`config.mk`:
```
export PLATFORM = sky130hd
export DESIGN_NAME = counter_sequencer
export DESIGN_NICKNAME = d
export VERILOG_FILES = /design/src/rtl/counter_sequencer.sv
export SDC_FILE = /design/constraint.sdc
export NUM_CORES = 1
export LEC_CHECK = 0
export CAP_MARGIN = 20
export CORE_ASPECT_RATIO = 0.75
export CORE_MARGIN = 4
export CORE_UTILIZATION = 34
export DETAILED_ROUTE_END_ITERATION = 7
export PLACE_DENSITY = 0.49
export SYNTH_ARGS = -nofsm -noshare
export SYNTH_HDL_FRONTEND = slang
export SYNTH_SLANG_ARGS = --single-unit
```
`constraint.sdc`:
```
create_clock -name clk -period 2.7 [get_ports clk]
set_clock_uncertainty 0.1 [all_clocks]
set_input_delay 0.27 -clock clk [delete_from_list [all_inputs] [get_ports clk]]
set_output_delay 0.27 -clock clk [all_outputs]
set_load 0.03 [all_outputs]
```
`src/rtl/counter_sequencer.sv`:
```
// counter_sequencer
//   Run/pause/clear controller for the enable-gated ripple counter that feeds
//   the HEX display pair. Converts start/stop/zero commands into a prescaled
//   one-cycle count enable and a one-cycle active-low clear. The counter value
//   is fed back so that one-shot mode can halt at a programmable limit.
//
// Ports
//   clk       : system clock, rising edge
//   clr       : asynchronous active-low reset
//   start     : run request (acts on rising edge)
//   stop      : pause request (acts on rising edge)
//   zero      : clear request (acts on rising edge)
//   one_shot  : 1 = halt at limit, 0 = free-run with wrap
//   limit     : terminal count for one-shot mode
//   count     : current counter value (feedback)
//   cnt_en    : registered one-cycle count enable
//   cnt_clr_n : registered one-cycle active-low counter clear
//   state     : IDLE=00, RUN=01, PAUSE=10, DONE=11
//   done      : high while in DONE
module counter_sequencer #(
  parameter int unsigned TICK_DIV  = 50000000,
  parameter int unsigned CNT_WIDTH = 8
) (
  input  logic                 clk,
  input  logic                 clr,
  input  logic                 start,
  input  logic                 stop,
  input  logic                 zero,
  input  logic                 one_shot,
  input  logic [CNT_WIDTH-1:0] limit,
  input  logic [CNT_WIDTH-1:0] count,
  output logic                 cnt_en,
  output logic                 cnt_clr_n,
  output logic [1:0]           state,
  output logic                 done
);

  localparam int unsigned PW = (TICK_DIV > 2) ? $clog2(TICK_DIV) : 1;
  localparam logic [PW-1:0] PS_LAST = PW'(TICK_DIV - 1);

  typedef enum logic [1:0] {
    IDLE  = 2'b00,
    RUN   = 2'b01,
    PAUSE = 2'b10,
    DONE  = 2'b11
  } state_t;

  state_t        st, st_nxt;
  logic [PW-1:0] ps, ps_nxt;
  logic          en_nxt;

  logic start_q, stop_q, zero_q;
  logic start_rise, stop_rise, zero_rise;

  // Rises are registered so every command reaches the state register two
  // cycles after the input changes; a level held through reset release
  // still produces exactly one rise because the delay flops reset to 0.
  always_ff @(posedge clk or negedge clr) begin
    if (!clr) begin
      start_q    <= 1'b0;
      stop_q     <= 1'b0;
      zero_q     <= 1'b0;
      start_rise <= 1'b0;
      stop_rise  <= 1'b0;
      zero_rise  <= 1'b0;
    end else begin
      start_q    <= start;
      stop_q     <= stop;
      zero_q     <= zero;
      start_rise <= start & ~start_q;
      stop_rise  <= stop & ~stop_q;
      zero_rise  <= zero & ~zero_q;
    end
  end

  // Priority: zero > stop > start > limit reached. The prescaler only
  // advances (and only issues a pulse) on cycles that remain in RUN.
  always_comb begin
    st_nxt = st;
    ps_nxt = ps;
    en_nxt = 1'b0;
    if (zero_rise) begin
      st_nxt = IDLE;
      ps_nxt = '0;
    end else begin
      case (st)
        IDLE: begin
          if (start_rise) begin
            st_nxt = RUN;
            ps_nxt = '0;
          end
        end
        RUN: begin
          if (stop_rise) begin
            st_nxt = PAUSE;
          end else if (one_shot && (count == limit)) begin
            st_nxt = DONE;
          end else if (ps == PS_LAST) begin
            ps_nxt = '0;
            en_nxt = 1'b1;
          end else begin
            ps_nxt = ps + PW'(1);
          end
        end
        PAUSE: begin
          if (start_rise) st_nxt = RUN;
        end
        DONE: begin
          st_nxt = DONE;
        end
      endcase
    end
  end

  always_ff @(posedge clk or negedge clr) begin
    if (!clr) begin
      st        <= IDLE;
      ps        <= '0;
      cnt_en    <= 1'b0;
      cnt_clr_n <= 1'b0;
    end else begin
      st        <= st_nxt;
      ps        <= ps_nxt;
      cnt_en    <= en_nxt;
      cnt_clr_n <= ~zero_rise;
    end
  end

  assign state = st;
  assign done  = (st == DONE);

endmodule

```
Word level (Yosys, flattened, before mapping)
Cells that the tools add are included.
{"block": "classes", "add_sub_neg": 1, "n_mul": 0, "div_mod_pow": 0, "n_lt_le_gt_ge": 0, "n_eq_ne": 10, "shift": 0, "mux": 16, "n_bitwise": 7, "reduce_logical": 6}
{"op": "26-bit 2-to-1 mux", "n": 5}
{"op": "26-bit case mux with 2 select lines", "n": 1}
{"op": "26-bit by 1-bit adder with 26-bit output (second input constant)", "n": 1}
{"op": "26-bit == test (second input constant)", "n": 1}
{"op": "3-bit != test (second input constant)", "n": 3}
{"op": "8-bit == test", "n": 1}
{"op": "2-bit 2-to-1 mux", "n": 4}
{"op": "2-bit case mux with 3 select lines", "n": 1}
{"op": "1-bit 2-to-1 mux", "n": 5}
{"op": "2-bit == test (second input constant)", "n": 2}
{"op": "4-bit != test (second input constant)", "n": 1}
{"op": "1-bit inverter", "n": 4}
{"op": "4-bit AND reduction", "n": 1}
{"op": "1-bit bitwise AND", "n": 3}
{"op": "3-bit by 1-bit != test with 1-bit output (second input constant)", "n": 1}
{"op": "3-bit nonzero test", "n": 1}
{"op": "2-bit by 1-bit == test with 1-bit output (second input constant)", "n": 1}
{"op": "2-bit zero test", "n": 1}
{"op": "2-bit AND reduction", "n": 1}
{"op": "2-bit OR reduction", "n": 1}
{"op": "1-bit logical AND", "n": 1}
{"block": "totals", "register_bits": 36, "latchBits": 0, "mem_bits_rw": 0, "mem_bits_ro": 0, "in_bits": 22, "memories": 0}

Depth between registers and ports, before layout
{"block": "depth", "ltp_word": 6, "depth_mapped": 7, "mapped_depth_nobuf": 6}

Worst setup path before layout
Ideal clock, no wire load.
{"block": "synth_path", "kind": "register to register", "startpoint": "register st[0], in the netlist state[0]", "endpoint": "register ps[24]", "setup_time_ns": 0.129, "t_arrival_ns": 1.789, "path_slack_ns": 0.682, "stages_incl_launch_ff": 7, "n_path_buf": 1, "path_cell_list": "dfrtp_1 > or3b_2 > o211ai_1 > o41ai_4 > clkbuf_1 > a21oi_1 > o22ai_1"}
{"block": "synth_between", "elab_chain_len": 3}
{"element": "from (decl)", "line": "48", "text": "state_t st, st_nxt;"}
{"element": "from (signal assigned)", "line": "122", "text": "st <= st_nxt;"}
{"element": "2-bit by 1-bit == test with 1-bit output / 2-bit zero test (equally long branches)", "line": "86", "text": "case (st)"}
{"element": "3-bit != test (no line) (tied with other cells)"}
{"element": "4-bit AND reduction (no line) / 26-bit 2-to-1 mux (equally long branches)"}
{"element": "to (signal assigned)", "line": "123", "text": "ps <= ps_nxt;"}
{"element": "to (decl)", "line": "49", "text": "logic [PW-1:0] ps, ps_nxt;"}
Parallel ways exist; a longest one is shown, timed or not.
A chain may end at the register's enable or synchronous reset.

Worst setup path in the final report
{"block": "layout_path", "startpoint": "register ps[0]", "endpoint": "register ps[19]"}
{"block": "layout_between", "elab_chain_len": 6}
{"element": "26-bit by 1-bit adder with 26-bit output / 26-bit == test (equally long branches)", "line": "102, 98"}
{"element": "26-bit 2-to-1 mux (*)", "line": "98", "text": "end else if (ps == PS_LAST) begin"}
{"element": "26-bit 2-to-1 mux (*)", "line": "96", "text": "end else if (one_shot && (count == limit)) begin"}
{"element": "26-bit 2-to-1 mux (*)", "line": "94", "text": "if (stop_rise) begin"}
{"element": "26-bit case mux with 2 select lines (*)", "line": "86"}
{"element": "26-bit 2-to-1 mux (*)", "line": "82", "text": "if (zero_rise) begin"}
Every way passes the cells marked *; elsewhere a longest branch is shown, timed or not. The select of a mux whose other input is x is not followed.

==> results.tsv <==
metric	value	unit
antenna_cells	0	
rsz0062_at_grt	no	
clk_pin_slew	0.08	ns
rr_startpoint	ps[0]	
p_seq_frac	0.482	
yosysUniqueCellTypes	43	
wl_met2	2.077	mm
instances_no_fill	345	
cts_resized	0	
syn_area_per_cell	9.226	um2
relSlewSlack	0.4359	
crit_type	register to register	
p_per_area	454.8	nW/um2
yosys-top-cells-area	dfrtp_1, mux2i_1, nand3_1	
ant_nets	0	
worst_slack	0.4498	ns
outcome	complete, but fails checks	
dp_slack	0.3858	ns
fmaxAchievable	444.4	MHz
start_util	0.3597	
internal_power	0.8345	mW
endpoint_kind	register	
grt_pass1_wl	8.976	mm
die_y	76.86	um
critical_path.max_stage_delay	0.44	ns
dp.cells	337	
synth_top_area_share	0.4191	
fin_util	0.4393	
cts_hold_buf	0	
grt.overflow.total	0	
p_sw	0.3594	mW
vias_per_cell	5.397	
worstSetupStartpointType	register	
cts.sinks	36	
drtPass1Iterations	4	
drc	0	
setup_tns	0	ns
clk_path_buf_depth	2	
combPwrFrac	0.192	
holdWs	-0.01408	ns
ys_ff_latch	36	
reg2reg_to	ps[19]	
setup_violations	0	
antenna_found_initial	0	
cp_slowest_cell	or4b_1	
dr.max_layer_used	met4	
pwr-share-clk	0.326	
grt_use_total	0.1458	
cts.htree.levels	2	
synth-seq-area-share	0.4191	
ys.warnings.count	0	
ir_worst_vdd	297.4	uV
synthCells	233	
worstPathArrival	2.36	ns
pin_count	27	
cts_tree	yes	
routabilityCongestion	0.8147	
tightest_slew	0.8461	ns
drv_slew	0	
grt_pass1_vias	1769	
grt_start_max_net_pins	37	
leakage	1.007	nW
swShare	0.3011	
die_w	99.82	um
hp-class	primary input to asynchronous set/reset pin	
drive_above_1_share	0.1273	
path_cells	ha_1 > nand4_1 > nor2_1 > a31oi_2 > buf_4 > or4b_1 > mux2i_1	
m1WireLength	2.892	mm
insertion_delay	0.29	ns
syn_nets	256	
cts_buffers	5	
synthesis.area	2150	um2
finalCritPeriodShare	0.8334	
hpwlAfterDp	3.867	mm
area_growth	22.12	%
via_count	1862	
cap_violations	0	
finalNetCount	289	
synth_top_area_cell	dfrtp_1	
core	5976	um2
drt-wirelength-per-cell	15.53	um
rows	24	
cts_setup_buffers	0	
timing.final.hold_violations	36	
drt_iter0_markers	98	
failed_checks	hold timing	
met3_length	313	um
reg2reg_slack	0.45	ns
dieArea	7672	um2
clockRootBuffer	clkbuf_8	
ys.flop_type	dfrtp_1	
rr_worst_depth	7	
fin_crit	2.250	ns
numPortBuffers	26	
cp.required	2.81	ns
path_max_fanout	11	
synth_edf_count	0	
drt-total-wl	5.358	mm
async_flop_share	1.000	
-- metal layers --
metal,vias up,track usage
met2,48,0.1964
met1,882,0.2262
met5,-,0
li1,926,-
met4,0,0.03683
met3,6,0.03898
-- worst max-delay path: cells and delay by family (launching register included) --
| family | cells | cell delay [ns] |
|---|---|---|
| buffers and inverters | 1 | 0.22 |
| AOI/OAI and AO/OA | 1 | 0.25 |
| adders and majority gates | 1 | 0.27 |
| DFF | 1 | 0.43 |
| and+or+nand+nor | 3 | 0.77 |
| muxes | 1 | 0.14 |
-- Yosys cell counts (2+ instances only) --
master and instances:
nand2_1 16, nand4_1 13, buf_2 5, inv_1 15
nor2_1 7, mux2i_1 13, or3_2 2, nor2b_1 4
o21ai_0 3, clkbuf_1 6, o311ai_0 2, o22ai_1 9
or4b_1 4, nand2b_1 3, or4_1 2, and2_1 3
a21oi_1 23, nor3_1 3, dfrtp_1 36, nand3_1 24
nand4b_1 3, xnor2_1 8, nor4_1 3, and3_1 6
nor4_2 2
-- cells by family (layout without fill, tap and decap cells) --
logic type / Yosys count / after routing / share of synthesized area
mux: 13 / 13 / 0.06053
flops: 36 / 36 / 0.4191
buf+inv: 26 / 60 / 0.04831
xor+xnor: 8 / 8 / 0.03260
compound gates: 44 / 44 / 0.1321
fa+ha+maj: 1 / 1 / 0.005820
simple gates: 105 / 105 / 0.3015
-- stage by stage --
step | total power [mW] | area (um2)
after floorplan | 0.7182 | 2150
after global placement | 0.8185 | 2537
after detailed placement | 0.8174 | 2537
after CTS | 1.217 | 2625
after global routing | 1.267 | 2625
final | 1.194 | 2625
-- registers in the layout, indices dropped and copies added, names as in the netlist --
register	count
stop_rise	1
stop_q	1
start_rise	1
cnt_clr_n	1
zero_rise	1
cnt_en	1
start_q	1
state	2
ps	26
zero_q	1
-- worst max-delay path by stage --
stage	startpoint	end	slack, ns	cells after the start
after floorplan	state[0]	ps[24]	0.68	6
after global placement	limit[2]	ps[6]	0.42	7
after detailed placement	count[2]	ps[6]	0.39	7
after CTS	ps[0]	ps[19]	0.44	7
after global routing	ps[0]	ps[19]	0.24	7
final	ps[0]	ps[19]	0.45	7
-- power by group through the flow --
stage	Clock, mW	Sequential [mW]	Combinational (mW)
final	0.389	0.575	0.230
after global routing	0.433	0.579	0.255
after CTS	0.410	0.575	0.232
after detailed placement	0	0.586	0.232
after global placement	0	0.586	0.233
after floorplan	0	0.590	0.128
-- layout make-up --
type	count	area (um2)
Sequential cell	36	900.9
Clock inverter	3	18.77
Multi-Input combinational cell	171	1145
Fill cell	585	3351
Inverter	15	56.30
Clock buffer	5	68.82
Tap cell	78	97.59
Timing Repair Buffer	37	337.8
-- layout by cell type (no fill, tap or decap), types with 6 or more instances in the layout --
| cell | Yosys | layout |
|---|---|---|
| dfrtp_1 | 36 | 36 |
| clkdlybuf4s50_1 | 0 | 25 |
| nand3_1 | 24 | 24 |
| a21oi_1 | 23 | 23 |
| nand2_1 | 16 | 16 |
| inv_1 | 15 | 15 |
| nand4_1 | 13 | 13 |
| mux2i_1 | 13 | 13 |
| buf_4 | 0 | 11 |
| o22ai_1 | 9 | 9 |
| xnor2_1 | 8 | 8 |
| nor2_1 | 7 | 7 |
| and3_1 | 6 | 6 |
No activity file was read; power rests on OpenSTA's default activity.
